[src/rtl/mips_pkg.sv]
// Shared constants and types for the MIPS integer register file.
// The register file top and its read-port sub-module both import this package.
package mips_pkg;

    localparam int DATA_W   = 32;
    localparam int ADDR_W   = 5;
    localparam int NUM_REGS = 32;

    typedef logic [DATA_W-1:0] word_t;
    typedef logic [ADDR_W-1:0] reg_idx_t;

    localparam reg_idx_t REG_ZERO = 5'd0;

    // A write takes effect (and may be forwarded) only outside reset and never to $0.
    function automatic logic write_active(input logic we, input logic rst, input reg_idx_t widx);
        return we && !rst && (widx != REG_ZERO);
    endfunction

endpackage

[src/rtl/regfile_read_port.sv]
// One combinational read port: NUM_REGS:1 word select, $0 forced to zero,
// and optional forwarding of the write in flight when the indices match.
import mips_pkg::*;

module regfile_read_port #(
    parameter int DATA_W   = mips_pkg::DATA_W,
    parameter int ADDR_W   = mips_pkg::ADDR_W,
    parameter int NUM_REGS = mips_pkg::NUM_REGS,
    parameter bit BYPASS   = 1'b1
) (
    input  logic [NUM_REGS-1:0][DATA_W-1:0] regs_i,
    input  logic [ADDR_W-1:0]               raddr_i,
    input  logic                            wr_act_i,
    input  logic [ADDR_W-1:0]               waddr_i,
    input  logic [DATA_W-1:0]               wdata_i,
    output logic [DATA_W-1:0]               rdata_o
);

    logic              fwd_hit;
    logic [DATA_W-1:0] stored;

    // wr_act_i already excludes reset and $0, so a match here is a legal forward.
    assign fwd_hit = BYPASS && wr_act_i && (waddr_i == raddr_i);
    assign stored  = regs_i[raddr_i];

    always_comb begin
        rdata_o = stored;
        if (fwd_hit) begin
            rdata_o = wdata_i;
        end
        if (raddr_i == '0) begin
            rdata_o = '0;
        end
    end

endmodule

[src/rtl/register_file_32x32.sv]
// MIPS integer register file: 32 x 32-bit storage, one synchronous write port,
// two combinational read ports with optional same-cycle write forwarding.
import mips_pkg::*;

module register_file_32x32 #(
    parameter int DATA_W   = mips_pkg::DATA_W,
    parameter int ADDR_W   = mips_pkg::ADDR_W,
    parameter int NUM_REGS = mips_pkg::NUM_REGS,
    parameter bit BYPASS   = 1'b1
) (
    input  logic              Clk,
    input  logic              Reset,
    input  logic [ADDR_W-1:0] ReadReg1,
    input  logic [ADDR_W-1:0] ReadReg2,
    input  logic [ADDR_W-1:0] WriteReg,
    input  logic [DATA_W-1:0] WriteData,
    input  logic              RegWrite,
    output logic [DATA_W-1:0] ReadData1,
    output logic [DATA_W-1:0] ReadData2
);

    logic [NUM_REGS-1:0][DATA_W-1:0] regs_q;
    logic [NUM_REGS-1:0][DATA_W-1:0] regs_d;
    logic                            wr_act;

    assign wr_act = RegWrite && !Reset && (WriteReg != '0);

    // Reset wins over a simultaneous write; entry 0 is pinned to zero.
    always_comb begin
        regs_d = regs_q;
        if (Reset) begin
            regs_d = '0;
        end else if (wr_act) begin
            regs_d[WriteReg] = WriteData;
        end
        regs_d[0] = '0;
    end

    always_ff @(posedge Clk) begin
        regs_q <= regs_d;
    end

    regfile_read_port #(
        .DATA_W  (DATA_W),
        .ADDR_W  (ADDR_W),
        .NUM_REGS(NUM_REGS),
        .BYPASS  (BYPASS)
    ) u_rd1 (
        .regs_i  (regs_q),
        .raddr_i (ReadReg1),
        .wr_act_i(wr_act),
        .waddr_i (WriteReg),
        .wdata_i (WriteData),
        .rdata_o (ReadData1)
    );

    regfile_read_port #(
        .DATA_W  (DATA_W),
        .ADDR_W  (ADDR_W),
        .NUM_REGS(NUM_REGS),
        .BYPASS  (BYPASS)
    ) u_rd2 (
        .regs_i  (regs_q),
        .raddr_i (ReadReg2),
        .wr_act_i(wr_act),
        .waddr_i (WriteReg),
        .wdata_i (WriteData),
        .rdata_o (ReadData2)
    );

endmodule

[config.mk]
export PLATFORM = sky130hd
export DESIGN_NAME = register_file_32x32
export DESIGN_NICKNAME = d
export VERILOG_FILES = /design/src/rtl/mips_pkg.sv /design/src/rtl/regfile_read_port.sv /design/src/rtl/register_file_32x32.sv
export SDC_FILE = /design/constraint.sdc
export NUM_CORES = 2
export LEC_CHECK = 0
export BUFFER_PORTS_ARGS = -buffer_cell sky130_fd_sc_hd__clkbuf_2
export CAP_MARGIN = 20
export CELL_PAD_IN_SITES_DETAIL_PLACEMENT = 2
export CELL_PAD_IN_SITES_GLOBAL_PLACEMENT = 2
export CORE_ASPECT_RATIO = 1.25
export CORE_MARGIN = 2
export CORE_UTILIZATION = 40
export CTS_CLUSTER_SIZE = 28
export DETAILED_ROUTE_END_ITERATION = 16
export PLACE_DENSITY_LB_ADDON = 0.3
export SETUP_SLACK_MARGIN = 0.05
export SYNTH_ARGS = -nofsm -noshare
export SYNTH_HDL_FRONTEND = slang
export SYNTH_HIERARCHICAL = 1
export SYNTH_SLANG_ARGS = --single-unit
[constraint.sdc]
create_clock -name Clk -period 2.8 [get_ports Clk]
set_input_delay 0.14 -clock Clk [delete_from_list [all_inputs] [get_ports Clk]]
set_output_delay 0.14 -clock Clk [all_outputs]
set_load 0.05 [all_outputs]
# After elaboration in Yosys (flattened, before gate mapping)
# Index checks and enable logic that the tools add are counted.
# word_totals
reg_bits	992
latchBits	0
mem_bits_rw	0
mem_bits_ro	0
in_bits	50
output_inout_bits	64
wordCells	57
memories	0
# op_classes
add_sub_neg	0
n_mul	0
div_mod_pow	0
magnitude_cmp	4
eq_ne	2
shift	0
muxes	11
bitwise_logic	0
reduce_logical	9
# op_table
op	count
$bwmux 1024	1
$bmux 32 s5	2
$mux 32	7
$demux 32 s5	1
$lt 5x6->1 const B	3
$eq 5x5->1	2
$logic_not 5->1	2
$ge 5x1->1 const B	1
$logic_and 1x1->1	5
$reduce_bool 5->1	1
$logic_not 1->1	1

# Depth between registers and ports, before layout
# depth
depth_word	6
ltp_mapped	11
depth_no_buf	6

# Modules after synthesis
# The synthesis kept the hierarchy.
# modules_own_cells
mod	n_inst	cells_per_inst	area_each_um2	seq_area_each_um2
register_file_32x32	1	4643	37488.5	19859.0
regfile_read_port	2	852	9090.0	0.0

# Least setup slack after synthesis
# Ideal clock, no wire load.
# synth_path
kind	input-to-output
from	input port WriteReg[3]
to	output port ReadData1[26]
t_arrival_ns	2.768
t_required_ns	2.660
path_slack_ns	-0.108
stages	11
n_path_buf	5
cell_sequence	or3_1 > clkbuf_1 > clkbuf_1 > clkbuf_1 > nor3_1 > nor3b_1 > nand3_1 > clkbuf_1 > clkbuf_1 > o21ai_0 > a21oi_1
# synth_via
elab_chain_cells	5
word_cells_on_any_way	6
classes_between	eq/ne (1); mux (2); reduce/logical (3)
# synth_lines
item	line	rtl
start, declared	register_file_32x32.sv:15	input logic [ADDR_W-1:0] WriteReg,
$reduce_bool 5->1	register_file_32x32.sv:26	assign wr_act = RegWrite && !Reset && (WriteReg != '0);
$logic_and 1x1->1	register_file_32x32.sv:26	
named net wr_act	register_file_32x32.sv:24	logic wr_act;
$logic_and 1x1->1	regfile_read_port.sv:23	assign fwd_hit = BYPASS && wr_act_i && (waddr_i == raddr_i);
$mux 32	regfile_read_port.sv:28	if (fwd_hit) begin
$mux 32	regfile_read_port.sv:31	if (raddr_i == '0) begin
end, declared	register_file_32x32.sv:18	output logic [DATA_W-1:0] ReadData1,
# The timed path passes the listed nets, and every way through them passes these cells.

# Final worst setup path
# layout_path
from	register regs_q[1013] in the netlist's numbering
to	output port ReadData2[21]
# layout_via
elab_chain_cells	4
# layout_lines
item	line	rtl
start, declared	register_file_32x32.sv:22	logic [NUM_REGS-1:0][DATA_W-1:0] regs_q;
start signal, assigned	register_file_32x32.sv:40	regs_q <= regs_d;
$bmux 32 s5	regfile_read_port.sv:24	assign stored = regs_i[raddr_i];
$mux 32 (implied by the code)	regfile_read_port.sv:24	
$mux 32	regfile_read_port.sv:28	
$mux 32	regfile_read_port.sv:31	
end, declared	register_file_32x32.sv:19	output logic [DATA_W-1:0] ReadData2
# No other way between the ends. The select of a mux whose other input is x is not followed.

==> impl.org <==
** Power
- VDD sags by at most 0.528 mV.
- Summed over all cells, the static leakage comes to 21.3 nW.
- Power density of the placed cells :: 543 nW/um^2

** Worst hold path
- The tightest min-delay check is of the in2reg type.

** Placement
- In this run the tool buffered the top-level ports with 113 buffer cells.
- Detailed placement ended at an HPWL of 167 mm.
- Routability-driven placement finished with a final weighted congestion of 0.860.
- Once placement finished, the instance area stood at 60000 sq um.

** Outcome
- The final reports fail on negative hold slack, negative setup slack.
- Result of the run :: complete, but fails checks

** Floorplan
- Total number of placement rows :: 153
- Placeable core region :: 139000 sq um
- In this run the vertical extent of the chip is 421 microns.
- The die covers 142000 sq um.
- I/O pin count :: 114
- Die width :: 338 microns
- For this configuration, the core starts out at a cell density of 40.2%.

** STA
- Across the routed clock network, the largest skew measured is 0 ps.
- Worst-margin pin slew :: 1170 ps
- Max transition margin :: a little over a fifth
- Setup repair after global routing could not meet its margin everywhere.
- The final max-slew violation count came to 0.
- Shortest clock period the worst path allows after layout :: 3020 ps
- Hold slack :: -15.0 ps
- Final clock period utilization by the worst path :: 108%
- Final Hold Viols :: 2
- Setup violations remaining at the end of the flow were counted as 24.
- Derived from the worst setup path, the maximum achievable clock frequency is 331 MHz.
- Once routing completed, OpenROAD measured the worst setup slack at -222 ps.

** Global route
- The initial antenna violation count came to 12.
- The number of global-route vias before repair came to approximately 65000.
- Global routing used 40.1% of the available tracks across all layers.
- Largest net degree at the start of global routing :: 220
- The first global-routing pass estimated between 400 and 500 mm of wire.
- Global routing finished with a remaining overflow of 0.

** Logic synthesis
- During synthesis, Yosys emitted a total of 6 warnings.
- Mean post-synth cell area :: 8.77 sq um
- In the synthesized netlist the dominant register cell turns out to be sky130_fd_sc_hd__dfxtp_1.
- In this run, synthesis produced a sequential element count of between 900 and 1000.
- Portion of the post-synthesis area used by sequential elements :: 35.7%
- Gate count after technology mapping :: 6347
- The synthesized design contains 0 enable-type register cells.
- Share of synthesized flip-flops with an asynchronous set or reset :: 0%
- The cell area that synthesis handed to floorplanning was 55700 sq um.
- Number of different library cells in the post-synthesis netlist :: 68

** Detailed routing
- Via count :: 59800
- Number of nets with antenna violations after detailed routing :: 0
- Drt first pass iters :: 8
- Number of vias per cell after detailed routing :: 7.32
- Iteration-0 DRC count of the detailed router :: 6809
- In the routed design, unresolved DRC markers number 0.
- Post-detailed-route wirelength per cell :: 37.0 microns
- Summed over all layers, the routed wires come to 302 mm.

** Critical path
- The worst setup path is captured at an output port.
- Data on the critical path is required at its endpoint by 2660 ps.
- Critical path buffer and inverter count :: 1
- Data arrival time at the worst-slack endpoint :: 2880 ps
- Kind of critical path :: reg2out
- Worst-path fanout max :: 3
- Worst path cell trace :: mux4_2, a22oi_1, a21oi_1, a211o_2, clkbuf_8
- In this design, the stage delay of the slowest critical-path cell is 540 ps.
- The cell family contributing the most delay on the critical path is compound AO/OA/AOI/OAI gates.
- Among all stages on the critical path, the largest delay is contributed by sky130_fd_sc_hd__mux4_2.
- Sort of element at the start of the critical path :: flop

** Layout
- The post-route netlist has 22.0% of its cells at a drive strength greater than 1.
- Most common cell after layout, fill and taps aside :: sky130_fd_sc_hd__a21oi_1
- More flip-flops sit in one register than any other, and that register is regs_q.
- Flip-flop count of the largest register, all copies and words added :: 992
- Commonest cells after routing, fill and taps aside :: 1043 x sky130_fd_sc_hd__a21oi_1, 1018 x sky130_fd_sc_hd__nand3_1, 922 x sky130_fd_sc_hd__dfxtp_1, 780 x sky130_fd_sc_hd__o21ai_0, 341 x sky130_fd_sc_hd__mux4_2
- In the final layout, the registers with the most flip-flops are regs_q: 992 flops.
- With fillers left out, the area of the finished cells amounts to approximately 66000 sq um.
- The area growth from synthesis to layout is 18.0%.
- After the last flow step, the layout net total stands at ~6300.

** CTS
- The clock passes through at most 3 buffers.
- After clock tree synthesis, the clock-pin slew on the worst setup and hold paths is 60 ps.
- CTS tree :: done
- For the worst-skew pair, the clock arrives at the later sink with an insertion delay of 750 ps.
- Clock tree root buffer cell :: sky130_fd_sc_hd__clkbuf_16
- TritonCTS created 109 clock buffers.
- CTS saw 992 sinks.
- The clock tree synthesis step divided the H-tree into 3 levels.

** Job
- The tool flagged a number of max-cap violations equal to 0.
## power by group
part / total, mW / switching (mW) / internal (mW)
registers: 14.2 / 0.0507 / 14.2
logic: 5.34 / 3.74 / 1.60
clock network: 16.1 / 6.85 / 9.25
## final cells by class
class | instances | area, sq um
clock inverters | 45 | 622
inverters | 6 | 22.5
clock buffers | 154 | 3210
well taps | 1860 | 2330
repair buffers | 556 | 6300
flip-flops and latches | 992 | 20000
fillers | 14300 | 72900
multi-input cells | 4546 | 33200
diodes | 7 | 17.5
## through the flow
stage                     setup WS, ps  setup TNS, ps  std cells  util [%]  total power, mW
after floorplan                   -108          -2490       6410         -             17.1
after global placement           -44.1          -50.9       7928      43.3             19.2
after detailed placement          -139           -338       7928      43.3             19.3
after CTS                         -167           -782       8158      46.9             35.2
after global routing              -213          -1760       8161      47.4             36.2
final                             -222          -2100       8166      47.4             35.7
## kinds of logic (layout without fill, tap and decap cells)
group | after synthesis | after routing | synth area share [%]
AND/OR/NAND/NOR | 1300 | 1300 | 11.9
XOR/XNOR | 10 | 10 | 0.157
multiplexers | 688 | 688 | 20.3
buffers and inverters | 872 | 761 | 7.54
flip-flops | 992 | 992 | 35.7
AO/OA/AOI/OAI | 2484 | 2484 | 24.4
other | 1 | 71 | 0.00674
## worst paths after layout
check             cells past startpoint  slack, ps          from            end
hold reg to reg                       2        490   regs_q[234]    regs_q[234]
hold / removal                        3        -20         Reset    regs_q[172]
setup / recovery                      5       -220  regs_q[1013]  ReadData2[21]
setup reg to reg                      3       1430   regs_q[608]    regs_q[608]
## layer usage
layer  global-route usage (%)  vias to the layer above  wire, microns
li1                         -                    23600              -
met5                        0                        -             72
met2                     63.4                     3728         139000
met1                     47.3                    31100         111000
met4                     26.6                       10          20800
met3                     11.2                     1321          30700
## cells in the mapped netlist, drive strengths merged, types with 3 or more instances
library cell | count | area [sq um]
a2111oi | 14 | 128
a211o | 8 | 70.1
a211oi | 26 | 205
a21o | 4 | 30.0
a21oi | 1072 | 5370
a221o | 26 | 260
a221oi | 80 | 713
a22o | 10 | 87.6
a22oi | 66 | 495
a2bb2oi | 14 | 123
a311o | 4 | 40.0
a311oi | 4 | 35.0
a41oi | 4 | 35.0
and2 | 4 | 25.0
and3 | 11 | 68.8
and3b | 5 | 43.8
and4 | 16 | 140
buf | 259 | 1900
clkbuf | 607 | 2280
clkinv | 6 | 22.5
dfxtp | 992 | 19900
mux2 | 30 | 338
mux2i | 312 | 3120
mux4 | 346 | 7850
nand2 | 82 | 308
nand2b | 14 | 87.6
nand3 | 1023 | 5120
nand3b | 7 | 52.6
nor2 | 26 | 97.6
nor2b | 20 | 125
nor3 | 48 | 240
nor3b | 6 | 45.0
nor4 | 20 | 138
nor4b | 3 | 26.3
o2111ai | 6 | 52.6
o21a | 4 | 30.0
o21ai | 1076 | 5390
o221a | 4 | 45.0
o22a | 10 | 87.6
o22ai | 34 | 213
o2bb2ai | 6 | 52.6
o31a | 6 | 52.6
or3b | 5 | 43.8
xor2 | 8 | 70.1
## repair_timing
action / 4_1_cts / 5_1_grt
pin swaps: 61 / 53
hold endpoints to repair: 423 / 0
resized for setup: 227 / 186
gates cloned: 0 / 0
hold buffers: 29 / 0
buffers inserted: 4 / 3
setup endpoints to repair: 57 / 63
## tightest hold or removal path: stages
cell	delay (ps)
sky130_fd_sc_hd__buf_8	150
sky130_fd_sc_hd__buf_12	220
sky130_fd_sc_hd__a21oi_1	200
Note: power is estimated with default switching activity, not from simulation.
